$ cat src/rtl/trig_pkg.sv
// Shared definitions for the multi-channel scope trigger.
//   trig_state_t : trigger FSM state encoding
//   MODE_AND     : condition = every enabled source high
//   MODE_OR      : condition = any enabled source high
package trig_pkg;

  typedef enum logic [1:0] {
    IDLE      = 2'd0,
    ARMED     = 2'd1,
    TRIGGERED = 2'd2,
    HOLDOFF   = 2'd3
  } trig_state_t;

  localparam logic MODE_AND = 1'b0;
  localparam logic MODE_OR  = 1'b1;

endpackage

$ cat src/rtl/trig_cond.sv
// Trigger condition builder: masks the channel and protocol trigger lines
// with their enables, reduces them in AND or OR mode, registers the result
// and reports a rising edge of the combined condition.
// Ports:
//   clk, rst        clock, asynchronous active-high reset
//   ch_trig, ch_en  per-channel trigger level and enable
//   pro_trig, pro_en protocol trigger level and enable
//   mode            MODE_AND / MODE_OR
//   cond_edge       combined condition high now and low last cycle
module trig_cond
  import trig_pkg::*;
#(
  parameter int NUM_CH = 5
) (
  input  logic              clk,
  input  logic              rst,
  input  logic [NUM_CH-1:0] ch_trig,
  input  logic [NUM_CH-1:0] ch_en,
  input  logic              pro_trig,
  input  logic              pro_en,
  input  logic              mode,
  output logic              cond_edge
);

  logic any_en;
  logic and_cond;
  logic or_cond;
  logic cond;
  logic cond_q;

  // A disabled source reads as "satisfied" in AND mode and "absent" in OR
  // mode; with no source enabled at all the condition is forced low.
  always_comb begin
    any_en   = (|ch_en) | pro_en;
    and_cond = any_en & (&(ch_trig | ~ch_en)) & (pro_trig | ~pro_en);
    or_cond  = (|(ch_trig & ch_en)) | (pro_trig & pro_en);
    cond     = (mode == MODE_OR) ? or_cond : and_cond;
  end

  // Previous-cycle condition, used only for edge detection.
  always_ff @(posedge clk or posedge rst) begin
    if (rst) begin
      cond_q <= 1'b0;
    end else begin
      cond_q <= cond;
    end
  end

  assign cond_edge = cond & ~cond_q;

endmodule

$ cat src/rtl/multi_trigger_logic.sv
// Scope trigger unit: fires once per rising edge of the combined trigger
// condition while armed, holds 'triggered' until the capture engine reports
// completion, waits a programmable holdoff, then may re-arm. Keeps a
// saturating count of trigger events.
// Ports:
//   clk, rst           clock, asynchronous active-high reset
//   ch_trig, ch_en     per-channel trigger level and enable
//   pro_trig, pro_en   protocol trigger level and enable
//   mode               0 = AND of enabled sources, 1 = OR
//   armed              capture engine armed (level)
//   set_capture_done   capture finished (pulse)
//   holdoff_cycles     holdoff length after capture done
//   clr_count          synchronous clear of trig_count
//   triggered          trigger latched until capture done
//   trig_pulse         one-cycle strobe when triggered rises
//   trig_count         saturating trigger event count
//   busy               high in TRIGGERED or HOLDOFF
module multi_trigger_logic
  import trig_pkg::*;
#(
  parameter int NUM_CH = 5,
  parameter int HOLD_W = 16,
  parameter int CNT_W  = 8
) (
  input  logic              clk,
  input  logic              rst,
  input  logic [NUM_CH-1:0] ch_trig,
  input  logic [NUM_CH-1:0] ch_en,
  input  logic              pro_trig,
  input  logic              pro_en,
  input  logic              mode,
  input  logic              armed,
  input  logic              set_capture_done,
  input  logic [HOLD_W-1:0] holdoff_cycles,
  input  logic              clr_count,
  output logic              triggered,
  output logic              trig_pulse,
  output logic [CNT_W-1:0]  trig_count,
  output logic              busy
);

  logic              cond_edge;
  trig_state_t       state_q;
  trig_state_t       state_d;
  logic [HOLD_W-1:0] hold_cnt_q;
  logic [HOLD_W-1:0] hold_cnt_d;
  logic [CNT_W-1:0]  count_q;
  logic [CNT_W-1:0]  count_d;
  logic              fire;
  logic              triggered_q;
  logic              trig_pulse_q;
  logic              busy_q;

  trig_cond #(
    .NUM_CH(NUM_CH)
  ) u_cond (
    .clk      (clk),
    .rst      (rst),
    .ch_trig  (ch_trig),
    .ch_en    (ch_en),
    .pro_trig (pro_trig),
    .pro_en   (pro_en),
    .mode     (mode),
    .cond_edge(cond_edge)
  );

  // Trigger FSM and holdoff counter. Losing 'armed' wins over an edge in
  // the same cycle; a zero holdoff skips HOLDOFF entirely. The counter
  // leaves HOLDOFF when it reads 1, giving exactly holdoff_cycles cycles.
  always_comb begin
    state_d    = state_q;
    hold_cnt_d = hold_cnt_q;
    fire       = 1'b0;
    case (state_q)
      IDLE: begin
        if (armed) state_d = ARMED;
      end
      ARMED: begin
        if (!armed) begin
          state_d = IDLE;
        end else if (cond_edge) begin
          state_d = TRIGGERED;
          fire    = 1'b1;
        end
      end
      TRIGGERED: begin
        if (set_capture_done) begin
          hold_cnt_d = holdoff_cycles;
          state_d    = (holdoff_cycles == '0) ? IDLE : HOLDOFF;
        end
      end
      HOLDOFF: begin
        hold_cnt_d = hold_cnt_q - HOLD_W'(1);
        if (hold_cnt_q == HOLD_W'(1)) state_d = IDLE;
      end
      default: begin
        state_d = IDLE;
      end
    endcase
  end

  // Event counter: clear wins over a plain increment, but a trigger in the
  // clearing cycle still counts as one event.
  always_comb begin
    count_d = count_q;
    if (clr_count) begin
      count_d = fire ? CNT_W'(1) : '0;
    end else if (fire && (count_q != {CNT_W{1'b1}})) begin
      count_d = count_q + CNT_W'(1);
    end
  end

  // State and registered outputs, all derived from the next state so the
  // outputs line up with the state they describe.
  always_ff @(posedge clk or posedge rst) begin
    if (rst) begin
      state_q      <= IDLE;
      hold_cnt_q   <= '0;
      count_q      <= '0;
      triggered_q  <= 1'b0;
      trig_pulse_q <= 1'b0;
      busy_q       <= 1'b0;
    end else begin
      state_q      <= state_d;
      hold_cnt_q   <= hold_cnt_d;
      count_q      <= count_d;
      triggered_q  <= (state_d == TRIGGERED);
      trig_pulse_q <= fire;
      busy_q       <= (state_d == TRIGGERED) || (state_d == HOLDOFF);
    end
  end

  assign triggered  = triggered_q;
  assign trig_pulse = trig_pulse_q;
  assign trig_count = count_q;
  assign busy       = busy_q;

endmodule

$ cat config.mk
export PLATFORM = sky130hd
export DESIGN_NAME = multi_trigger_logic
export DESIGN_NICKNAME = d
export VERILOG_FILES = /design/src/rtl/trig_pkg.sv /design/src/rtl/trig_cond.sv /design/src/rtl/multi_trigger_logic.sv
export SDC_FILE = /design/constraint.sdc
export NUM_CORES = 1
export LEC_CHECK = 0
export ABC_CLOCK_PERIOD_IN_PS = 4600
export CORE_ASPECT_RATIO = 0.7
export CORE_MARGIN = 8
export CORE_UTILIZATION = 50
export CTS_BUF_LIST = sky130_fd_sc_hd__clkbuf_2 sky130_fd_sc_hd__clkbuf_4 sky130_fd_sc_hd__clkbuf_8
export CTS_CLUSTER_SIZE = 14
export DETAILED_ROUTE_END_ITERATION = 16
export GPL_TIMING_DRIVEN = 0
export PLACE_DENSITY = 0.8
export SLEW_MARGIN = 20
export SYNTH_ARGS = -nofsm -noshare
export SYNTH_HDL_FRONTEND = slang
export SYNTH_SLANG_ARGS = --single-unit
$ cat constraint.sdc
create_clock -name clk -period 4.6 [get_ports clk]
set_input_delay 1.15 -clock clk [delete_from_list [all_inputs] [get_ports clk]]
set_output_delay 1.15 -clock clk [all_outputs]
set_load 0.005 [all_outputs]
==> qor.log, run 1 <==
qor: clocking.path_clk_slew 0.06 ns
qor: synthesis.synth_compound_gate_area_share 21.9%
qor: floorplan.placementRows 19
qor: worst_setup_path.cp_slowest_stage_delay 0.43 ns
qor: worst_setup_path.critical_path.cell_chain clkdlybuf4s50_1, nor2b_1, a2111oi_0, a31oi_1, clkbuf_1, nor4b_1, mux2_2
qor: placement.finalWeightedCongestion 0.883
qor: routing.route.top_layer_used met4
qor: worst_setup_path.worst-endpoint-required 4.75 ns
qor: sta.worst_clock_skew 0.00675 ns
qor: clocking.cts_tree done
qor: worst_setup_path.critical_path.startpoint_type input port
qor: clocking.cts.repair_timing.setup_buffer_count 0
qor: placement.dp_hpwl 4060 microns
qor: outcome.outcome finished, final reports clean
qor: worst_setup_path.critical-path-top-delay-family buffers and inverters
qor: final_layout.final_cells 327
qor: synthesis.synthArstFlopShare 100%
qor: worst_setup_path.timing.rr.start state_q[0]$_DFF_PP0_
qor: clocking.cts-buffers-inserted 5
qor: synthesis.largest_family_of_logic_cells_by_synthesized_area simple AND/OR/NAND/NOR gates
qor: final_layout.antennaDiodeCount 0
qor: pwr.power.total 0.00115 W
qor: worst_setup_path.critical_path_class in -> reg
qor: synthesis.yosys_register_bits 29
qor: worst_hold_path.min-delay-start hold_cnt_q[15]$_DFFE_PP0P_
qor: floorplan.overall_die_height 68.0 microns
qor: floorplan.core_region_area 3830 sq um
qor: sta.worst-slew-pin-transition 0.706 ns
qor: clocking.post_cts_resized 0
qor: synthesis.synth.net_count 260
qor: global_routing.grt_first_pass_wirelength 9120 microns
qor: synthesis.post_synth_num_cell_types 54
qor: global_routing.grt_use_total 18.1%
qor: worst_setup_path.worst-endpoint-arrival 3.43 ns
qor: worst_setup_path.worstSetupPathDepth 7
qor: global_routing.antenna_violations_before_repair 0
qor: routing.met3_wirelength 410 microns
qor: placement.dp.cells 319
qor: synthesis.count_of_flip_flops_with_a_built_in_enable_after_synthesis 0
qor: synthesis.muxShareOfSynthArea 3.36%
qor: floorplan.chipWidth 90.3 microns
qor: placement.numPortBuffers 44
qor: floorplan.area_enclosed_by_the_die_boundary 6150 sq um
qor: pwr.power_leakage 0.977 nW
qor: synthesis.synth-warning-count 0
qor: worst_setup_path.worst-path-max-fanout 10
qor: synthesis.postSynth.topFlopCell sky130_fd_sc_hd__dfrtp_1
qor: worst_setup_path.setup.worst_path.start ch_en[2]
qor: clocking.cts-root-to-sink-buffers 2
qor: synthesis.yosys.area_share.xor_xnor 0.453%
qor: pwr.p_per_area 453 nW/um^2
qor: routing.route.detailed.drc 0
qor: pwr.peakVddDrop 0.288 mV
qor: worst_setup_path.path_buf_inv 2
qor: synthesis.top_area_cell_type_share_of_the_netlist_area 37.5%
qor: floorplan.initial_standard_cell_utilization_of_the_core 50.5%
qor: routing.route.vias.total 1,957
qor: synthesis.synthesis.area_per_instance 8.67 sq um
qor: sta.total_negative_setup_slacks 0 ns
qor: synthesis.synth_largest_area_cell sky130_fd_sc_hd__dfrtp_1
qor: global_routing.grt_remaining_overflow 0
qor: routing.route.layer.met1.wl 2600 microns
qor: synthesis.synthesis.instances 223
qor: clocking.number_of_clock_sinks 29
qor: floorplan.io_count 45
qor: worst_setup_path.crit_path_top_delay_cell sky130_fd_sc_hd__clkdlybuf4s50_1
qor: global_routing.grt_max_degree 30
qor: worst_hold_path.holdCritPathClass reg -> reg
qor: sta.final_min_period_over_clock_period 71.2%
qor: sta.max_freq 305 MHz
qor: final_layout.finalNetCount 311
qor: sta.final_hold_vios 0
qor: clocking.worstSkewPairLatency 0.28 ns
qor: synthesis.post_synth_and_or_nand_nor_area_fraction 30.8%
qor: sta.report.final.setup_viol 0
qor: routing.via_per_inst 5.98
qor: sta.final_period_minus_worst_setup_slack 3.27 ns
qor: final_layout.post_route_cells_drive_above_1_share 7.27%
qor: sta.setup_repair_after_global_routing_missed_its_margin no
qor: worst_hold_path.timing.hold.worst_path_depth 1
qor: synthesis.seq_area_frac_synth 37.5%
qor: final_layout.nFillCells 344
qor: clocking.clock-root-buffer sky130_fd_sc_hd__clkbuf_8
qor: sta.slew-limit-headroom 52.5%
qor: clocking.h-tree-depth 2
qor: routing.dr.pass1.iters 4
qor: routing.routedWlPerCell 16.1 microns
qor: routing.wirelength 5250 microns
qor: run.timing.max_cap.violations 0
qor: clocking.hold_buffers 0
qor: routing.drtAntennaViolNets 0
qor: global_routing.grt_pass1_vias 1,901
qor: synthesis.synth.area.top_cells sky130_fd_sc_hd__dfrtp_1 (38%), sky130_fd_sc_hd__nand2_1 (4.3%), sky130_fd_sc_hd__a21oi_1 (3.6%), sky130_fd_sc_hd__nor2b_1 (3.6%), sky130_fd_sc_hd__nor4_1 (3.2%)
qor: final_layout.syn_to_final_growth 30.9%
qor: worst_setup_path.rr_worst_depth 6
qor: routing.initialDrtViolationCount 204
qor: worst_setup_path.critPathCaptureType flip-flop
qor: synthesis.synthAdderAreaFrac 1.94%
qor: sta.drv_slew 0
qor: synthesis.mappedNetlistArea 1930 sq um
qor: routing.wl_met2 2190 microns
[kinds of logic after synthesis]
kind of cell    after synthesis
fa+ha+maj                     3
compound gates               58
mux                           6
simple gates                107
xor+xnor                      1
flops                        29
buf+inv                      19
[final cells by class]
class | instances | area (sq um) | area share (%)
inverter | 9 | 33.8 | 1.33
tap | 52 | 65.1 | 2.57
sequential | 29 | 726 | 28.7
multi-input combinational | 175 | 1130 | 44.6
buffer | 10 | 45.0 | 1.78
timing repair buffer | 44 | 440 | 17.4
clock buffer | 8 | 91.3 | 3.61
[layer usage]
layer / vias up / GRT usage (%)
met1: 924 / 25.7
met4: 0 / 5.15
met3: 4 / 4.16
met5: - / 0
met2: 77 / 27.2
li1: 952 / -
[worst reg2reg max path: stages (launching register included)]
cell,delay [ns]
sky130_fd_sc_hd__dfrtp_1,0.32
sky130_fd_sc_hd__clkbuf_1,0.30
sky130_fd_sc_hd__nand2b_1,0.10
sky130_fd_sc_hd__or4b_4,0.49
sky130_fd_sc_hd__buf_6,0.15
sky130_fd_sc_hd__nor4b_1,0.36
sky130_fd_sc_hd__mux2_2,0.39
[power breakdown]
group / internal [W] / switching (W)
logic: 0.000219 / 0.000287
registers: 0.000335 / 0.0000899
clock network: 0.000125 / 0.0000910
total: 0.000679 / 0.000468
[final timing paths]
check                                              to  slack [ns]
min in group asynchronous   hold_cnt_q[1]$_DFFE_PP0P_        1.26
hold / removal             hold_cnt_q[15]$_DFFE_PP0P_        0.53
max in group asynchronous  hold_cnt_q[13]$_DFFE_PP0P_        2.94
setup reg to reg            trig_count[2]$_DFFE_PP0P_        2.37
hold reg to reg            hold_cnt_q[15]$_DFFE_PP0P_        0.53
setup / recovery            trig_count[2]$_DFFE_PP0P_        1.33
[sequential cells by signal, summed over array words and instances, names as in the netlist]
name           flops
trig_count         8
state_q            1
hold_cnt_q        16
u_cond.cond_q      1
trig_pulse         1
busy               1
triggered          1
[Yosys cell counts (2+ instances only)]
library cell                n
sky130_fd_sc_hd__a21oi_1   14
sky130_fd_sc_hd__a22o_1     5
sky130_fd_sc_hd__a22oi_1    3
sky130_fd_sc_hd__and4_1     3
sky130_fd_sc_hd__clkbuf_1   9
sky130_fd_sc_hd__dfrtp_1   29
sky130_fd_sc_hd__ha_1       3
sky130_fd_sc_hd__inv_1      9
sky130_fd_sc_hd__mux2_2     4
sky130_fd_sc_hd__mux2i_1    2
sky130_fd_sc_hd__nand2_1   22
sky130_fd_sc_hd__nand2b_1   9
sky130_fd_sc_hd__nand3_1    9
sky130_fd_sc_hd__nand3b_1   2
sky130_fd_sc_hd__nand4_1    3
sky130_fd_sc_hd__nor2_1    14
sky130_fd_sc_hd__nor2b_1   11
sky130_fd_sc_hd__nor3_1    10
sky130_fd_sc_hd__nor4_1    10
sky130_fd_sc_hd__nor4b_1    3
sky130_fd_sc_hd__o21a_1     2
sky130_fd_sc_hd__o21ai_0    5
sky130_fd_sc_hd__o31ai_1    7
sky130_fd_sc_hd__o32ai_1    2
sky130_fd_sc_hd__or3_1      2
sky130_fd_sc_hd__or4_1      3
[metrics by stage]
stage | cell area, sq um | utilization [%] | hold WS [ns] | worst slack [ns]
3_3_place_gp | 2440 | 63.7 | 0.507 | 1.11
4_1_cts | 2530 | 66.1 | 0.526 | 1.38
3_5_place_dp | 2440 | 63.7 | 0.509 | 1.09
5_1_grt | 2530 | 66.1 | 0.545 | 1.19
6_report | 2530 | 66.1 | 0.529 | 1.33
2_1_floorplan | 1930 | - | 0.480 | 1.73
[cell usage in the layout (no fill, tap or decap), drive strengths merged, types with 2 or more instances in the layout]
cell / count
or4: 3
mux2i: 2
o21a: 2
nand2: 22
or3: 3
and4: 4
nand4: 3
inv: 9
nand3b: 2
clkbuf: 17
nor4: 10
nor3: 10
a22oi: 3
o32ai: 2
nand3: 9
a22o: 5
a21oi: 14
ha: 3
o31ai: 7
nand2b: 9
mux2: 4
o21ai: 6
nor2: 14
nor2b: 11
dfrtp: 29
clkdlybuf4s50: 44
nor4b: 3
Note: power is estimated with default switching activity, not from simulation.
==> inputs of run 2 (changes only) <==
- ABC_CLOCK_PERIOD_IN_PS: 4600 -> 2650
- CORE_UTILIZATION: 50 -> 47
- PLACE_DENSITY: 0.8 -> 0.79
- clock period: 4.6 -> 2.65 ns (I/O delays scaled with it)
==> run 2 against run 1 <==
Net effect: setup slack worse by 1.3 ns; flip-flop and latch count unchanged; die area up 5.0%; critical path depth unchanged; hold slack better by 0.017 ns; first-iteration DRC count up 13%; sequential share of layout area down 0.53 points.
==> qor.log, run 2 (synthesis gave the netlist of run 1 again) <==
qor: outcome.outcome finished, final reports clean
qor: placement.dpl_worst_slack -0.371 ns
qor: final_layout.syn_to_final_growth 33.3%
qor: placement.finalWeightedCongestion 0.913
qor: worst_setup_path.reg2reg_to hold_cnt_q[14]$_DFFE_PP0P_
qor: global_routing.grt_pass1_vias 1,952
qor: final_layout.layout_commonest_cell sky130_fd_sc_hd__clkdlybuf4s50_1
qor: routing.wirelength 5520 microns
qor: worst_setup_path.timing.rr.start hold_cnt_q[4]$_DFFE_PP0P_
qor: pwr.power_leakage 1.03 nW
qor: sta.max_freq 383 MHz
qor: sta.final_period_minus_worst_setup_slack 2.61 ns
qor: routing.initialDrtViolationCount 231
qor: floorplan.placementRows 19
qor: final_layout.nFillCells 364
qor: sta.slew-limit-headroom 54.9%
qor: pwr.peakVddDrop 0.501 mV
qor: sta.post-route-worst-setup-slack 0.0392 ns
qor: placement.dp_hpwl 4140 microns
qor: sta.total_negative_setup_slacks 0 ns
qor: clocking.number_of_clock_sinks 29
qor: clocking.h-tree-depth 2
qor: clocking.cts-buffers-inserted 5
qor: sta.final_min_period_over_clock_period 98.5%
qor: clocking.hold_buffers 0
qor: worst_hold_path.holdCritPathClass reg -> reg
qor: floorplan.area_enclosed_by_the_die_boundary 6460 sq um
qor: worst_hold_path.timing.hold.worst_endpoint hold_cnt_q[15]$_DFFE_PP0P_
qor: clocking.worstSkewPairLatency 0.28 ns
qor: global_routing.grt_remaining_overflow 0
qor: routing.drtAntennaViolNets 0
qor: final_layout.post_route_cells_drive_above_1_share 9.39%
qor: pwr.p_per_area 787 nW/um^2
qor: worst_setup_path.critical_path_class in -> reg
qor: worst_setup_path.critical_path.cell_chain clkdlybuf4s50_1, a22oi_2, and4_4, or4b_4, buf_6, or3_4, a221o_1
qor: worst_setup_path.critical-path-top-delay-family simple AND/OR/NAND/NOR gates
qor: final_layout.top_register hold_cnt_q
qor: final_layout.most-common-layout-cells sky130_fd_sc_hd__clkdlybuf4s50_1 (37), sky130_fd_sc_hd__dfrtp_1 (29), sky130_fd_sc_hd__nand2_1 (22)
qor: worst_setup_path.rr_worst_depth 5
qor: routing.dr.pass1.iters 5
qor: worst_setup_path.critical_path.startpoint_type input port
qor: routing.route.detailed.drc 0
qor: global_routing.grt_first_pass_wirelength 9430 microns
qor: worst_setup_path.path_buf_inv 2
qor: floorplan.initial_standard_cell_utilization_of_the_core 49.0%
qor: worst_setup_path.worst-endpoint-arrival 2.78 ns
qor: sta.final_hold_vios 0
qor: worst_setup_path.critPathCaptureType flip-flop
qor: global_routing.grt_use_total 17.8%
qor: floorplan.chipWidth 92.7 microns
qor: routing.via_per_inst 6.07
qor: run.timing.max_cap.violations 0
qor: worst_setup_path.worst-path-max-fanout 5
qor: final_layout.largest_reg_flops 16
qor: clocking.cts-root-to-sink-buffers 2
qor: sta.report.final.setup_viol 0
qor: worst_hold_path.timing.hold.worst_path_depth 1
qor: worst_setup_path.worst-endpoint-required 2.82 ns
qor: routing.route.vias.total 1,997
qor: floorplan.io_count 45
qor: worst_setup_path.r2r_setup_slack 0.47 ns
qor: worst_setup_path.cp_slowest_stage_delay 0.55 ns
qor: clocking.path_clk_slew 0.07 ns
qor: final_layout.antennaDiodeCount 0
qor: clocking.cts_tree done
qor: global_routing.antenna_violations_before_repair 0
qor: placement.numPortBuffers 44
qor: floorplan.overall_die_height 69.7 microns
qor: final_layout.finalNetCount 313
qor: sta.worst_clock_skew 0.00594 ns
qor: worst_setup_path.crit_path_top_delay_cell sky130_fd_sc_hd__or4b_4
qor: clocking.clock-root-buffer sky130_fd_sc_hd__clkbuf_8
qor: sta.drv_slew 0
qor: sta.setup_repair_after_global_routing_missed_its_margin no
qor: floorplan.core_region_area 3950 sq um
qor: worst_hold_path.min-delay-start hold_cnt_q[15]$_DFFE_PP0P_
qor: sta.worst-slew-pin-transition 0.673 ns
qor: global_routing.grt_max_degree 30
qor: routing.routedWlPerCell 16.8 microns
qor: pwr.power.total 0.00203 W
-- run 2: changes by cell type in the layout (fill, tap and decap cells not counted), moves of 2 or more --
cell / before / now
sky130_fd_sc_hd__clkbuf_4: 3 / 0
sky130_fd_sc_hd__dlymetal6s2s_1: 0 / 4
sky130_fd_sc_hd__dlygate4sd2_1: 0 / 3
sky130_fd_sc_hd__clkdlybuf4s50_1: 44 / 37
sky130_fd_sc_hd__clkbuf_8: 5 / 7
-- run 2: how the worst max path moves through the flow --
stage	startpoint	slack [ns]	depth (start not counted)	endpoint
detailed placement	ch_en[2]	-0.37	7	trig_count[2]$_DFFE_PP0P_
global placement	ch_en[2]	-0.31	7	trig_count[2]$_DFFE_PP0P_
finish	ch_trig[0]	0.04	7	trig_count[0]$_DFFE_PP0P_
floorplan	ch_trig[2]	0.27	6	trig_count[0]$_DFFE_PP0P_
global route	ch_en[1]	0.004	7	trig_count[0]$_DFFE_PP0P_
CTS	ch_en[3]	0.0007	7	trig_count[0]$_DFFE_PP0P_
-- run 2: layout make-up --
class	count	area (sq um)	share of cell area [%]
multi-input cells	175	1150	44.5
flip-flops and latches	29	726	28.1
repair buffers	46	459	17.8
clock buffers	7	96.3	3.74
well taps	52	65.1	2.52
plain buffers	10	46.3	1.80
inverters	9	33.8	1.31
clock inverters	1	5.00	0.194
-- run 2: metrics by stage --
step	hold WS (ns)	cells	cell area, sq um	util, %
2_1_floorplan	0.480	223	1930	-
3_3_place_gp	0.507	319	2440	61.8
3_5_place_dp	0.526	319	2440	61.8
4_1_cts	0.541	328	2550	64.6
5_1_grt	0.559	329	2580	65.3
6_report	0.546	329	2580	65.3
-- run 2: repair_timing --
item / CTS / global route
gates resized for setup: 5 / 6
endpoints found under the hold margin: 0 / 0
buffers inserted: 0 / 1
endpoints found under the setup margin: 2 / 7
cloned: 1 / 0
pin swaps: 0 / 1
-- run 2: worst reg2reg max path: stages (launching register included) --
cell                      delay, ns
sky130_fd_sc_hd__dfrtp_1       0.45
sky130_fd_sc_hd__nor4_1        0.59
sky130_fd_sc_hd__nand2_1       0.20
sky130_fd_sc_hd__nor4_1        0.47
sky130_fd_sc_hd__mux2i_1       0.25
sky130_fd_sc_hd__a21oi_1       0.08
-- run 2: report_power, final --
group	total, W	switching [W]	internal [W]	leakage (nW)
clock network	0.000411	0.000176	0.000234	0.0542
logic	0.000878	0.000497	0.000381	0.625
registers	0.000740	0.000159	0.000581	0.354
total	0.00203	0.000832	0.00120	1.03
-- run 2: per-layer routing --
layer  global-route usage [%]  part of all wire, %
met1                     25.4                   47
met2                     24.5                   42
met5                        0                    0
met4                     5.34                 0.92
met3                     5.73                  9.9
==> inputs of run 3 (changes only) <==
- CAP_MARGIN: not set -> 30
- PLACE_DENSITY: 0.79 -> 0.76
==> run 3 against run 2 <==
Net effect: global-route usage shrank 1.4 points; highest routed layer unchanged; critical path depth is the same; cell count is the same; clock power shrank 13%; register-to-register slack lost 0.04 ns; clock skew grew 0.0018 ns; power shrank 2.4%; hold slack lost 0.0083 ns.
==> qor.log, run 3 (synthesis gave the netlist of run 1 again) <==
qor: outcome.outcome finished, final reports clean
qor: floorplan.placementRows 19
qor: sta.setup_repair_after_global_routing_missed_its_margin no
qor: placement.dp.cells 319
qor: placement.dpl_worst_slack -0.371 ns
qor: run.timing.max_cap.violations 0
qor: floorplan.initial_standard_cell_utilization_of_the_core 49.0%
qor: pwr.power.total 0.00198 W
qor: routing.route.vias.total 1,957
qor: final_layout.post_route_cells_drive_above_1_share 9.39%
qor: clocking.cts-root-to-sink-buffers 2
qor: clocking.worstSkewPairLatency 0.28 ns
qor: worst_hold_path.timing.hold.worst_endpoint hold_cnt_q[15]$_DFFE_PP0P_
qor: final_layout.top_register hold_cnt_q
qor: routing.via_per_inst 5.95
qor: sta.worst_clock_skew 0.00771 ns
qor: pwr.peakVddDrop 0.454 mV
qor: sta.report.final.setup_viol 0
qor: worst_setup_path.critical_path.startpoint_type input port
qor: global_routing.grt_use_total 16.5%
qor: worst_setup_path.worst-path-max-fanout 5
qor: final_layout.most-common-layout-cells sky130_fd_sc_hd__clkdlybuf4s50_1 (39), sky130_fd_sc_hd__dfrtp_1 (29), sky130_fd_sc_hd__nand2_1 (22)
qor: routing.routedWlPerCell 16.1 microns
qor: clocking.cts-buffers-inserted 5
qor: sta.final_min_period_over_clock_period 97.6%
qor: placement.dp_hpwl 4050 microns
qor: worst_setup_path.r2r_setup_slack 0.43 ns
qor: global_routing.grt_first_pass_wirelength 8730 microns
qor: sta.final_hold_vios 0
qor: clocking.clock-root-buffer sky130_fd_sc_hd__clkbuf_8
qor: clocking.h-tree-depth 2
qor: routing.drtAntennaViolNets 0
qor: sta.drv_slew 0
qor: final_layout.finalNetCount 313
qor: routing.route.detailed.drc 0
qor: pwr.p_per_area 771 nW/um^2
qor: global_routing.grt_pass1_vias 1,796
qor: worst_hold_path.min-delay-start hold_cnt_q[15]$_DFFE_PP0P_
qor: worst_hold_path.holdCritPathClass reg -> reg
qor: placement.numPortBuffers 44
qor: floorplan.io_count 45
qor: floorplan.area_enclosed_by_the_die_boundary 6460 sq um
qor: worst_setup_path.worst-endpoint-required 2.81 ns
qor: final_layout.syn_to_final_growth 32.8%
qor: global_routing.antenna_violations_before_repair 0
qor: sta.max_freq 387 MHz
qor: floorplan.chipWidth 92.7 microns
qor: worst_hold_path.timing.hold.worst_path_depth 1
qor: final_layout.layout_commonest_cell sky130_fd_sc_hd__clkdlybuf4s50_1
qor: global_routing.grt_remaining_overflow 0
qor: routing.dr.pass1.iters 4
qor: final_layout.largest_reg_flops 16
qor: final_layout.antennaDiodeCount 0
qor: sta.worst-slew-pin-transition 0.674 ns
qor: final_layout.final_cells 329
qor: floorplan.overall_die_height 69.7 microns
qor: routing.initialDrtViolationCount 176
qor: worst_setup_path.critPathCaptureType flip-flop
qor: sta.slew-limit-headroom 54.6%
qor: worst_setup_path.rr_worst_depth 5
qor: clocking.cts_tree done
qor: clocking.path_clk_slew 0.07 ns
qor: sta.post-route-worst-setup-slack 0.0646 ns
qor: routing.wirelength 5300 microns
qor: sta.final_period_minus_worst_setup_slack 2.59 ns
qor: sta.post_route_hold_slack 0.538 ns
qor: pwr.power_leakage 1.03 nW
qor: clocking.number_of_clock_sinks 29
qor: placement.finalWeightedCongestion 0.902
qor: worst_setup_path.reg2reg_to hold_cnt_q[14]$_DFFE_PP0P_
qor: worst_setup_path.critical_path_class in -> reg
qor: worst_setup_path.worst-endpoint-arrival 2.75 ns
qor: global_routing.grt_max_degree 30
qor: floorplan.core_region_area 3950 sq um
qor: worst_setup_path.timing.rr.start hold_cnt_q[4]$_DFFE_PP0P_
==> run 3: per-layer routing <==
metal  wire (microns)  GRT usage [%]  share of wire, %
met5                0              0                 0
met1             2630           25.0                50
met3              445           4.54               8.4
met2             2190           21.6                41
met4               31           4.27              0.58
==> run 3: final cells by class <==
cell class | count | area (sq um)
Buffer | 10 | 46.3
Clock buffer | 6 | 76.3
Clock inverter | 2 | 10.0
Fill cell | 356 | 1380
Inverter | 9 | 33.8
Multi-Input combinational cell | 175 | 1150
Sequential cell | 29 | 726
Tap cell | 52 | 65.1
Timing Repair Buffer | 46 | 462
==> run 3: worst max path at each step <==
stage | from | endpoint | slack, ns | cells after the start
after global routing | ch_trig[4] | trig_count[0]$_DFFE_PP0P_ | 0.006 | 7
final | ch_trig[4] | trig_count[0]$_DFFE_PP0P_ | 0.06 | 7
after detailed placement | ch_en[2] | trig_count[2]$_DFFE_PP0P_ | -0.37 | 7
after global placement | ch_en[2] | trig_count[2]$_DFFE_PP0P_ | -0.35 | 7
after floorplan | ch_trig[2] | trig_count[0]$_DFFE_PP0P_ | 0.27 | 6
after CTS | ch_en[2] | trig_count[0]$_DFFE_PP0P_ | 0.008 | 7
==> run 3: critical path, stage by stage <==
cell and delay, ns:
sky130_fd_sc_hd__clkdlybuf4s50_1 0.49, sky130_fd_sc_hd__a222oi_1 0.09, sky130_fd_sc_hd__and4_4 0.21, sky130_fd_sc_hd__or4b_4 0.49, sky130_fd_sc_hd__buf_6 0.15, sky130_fd_sc_hd__or3_4 0.37
sky130_fd_sc_hd__a221o_1 0.29
==> run 3: where the power goes <==
group          switching, W  leakage, nW  internal [W]
combinational      0.000496        0.624      0.000386
sequential         0.000157        0.354      0.000581
clock              0.000167       0.0484      0.000192
total              0.000820         1.03       0.00116
==> run 3: per-stage QoR <==
stage               util, %  instance area (sq um)  setup TNS [ns]
floorplan                 -                   1930               0
detailed placement     61.8                   2440           -2.26
global route           65.1                   2570               0
finish                 65.1                   2570               0
global placement       61.8                   2440           -2.10
CTS                    64.4                   2540               0
==> run 3: repair_timing <==
action	4_1_cts	5_1_grt
hold buffers	0	0
endpoints found under the setup margin	1	7
cloned	0	1
gates resized for setup	3	7
pin swaps	1	1
setup buffers	1	0
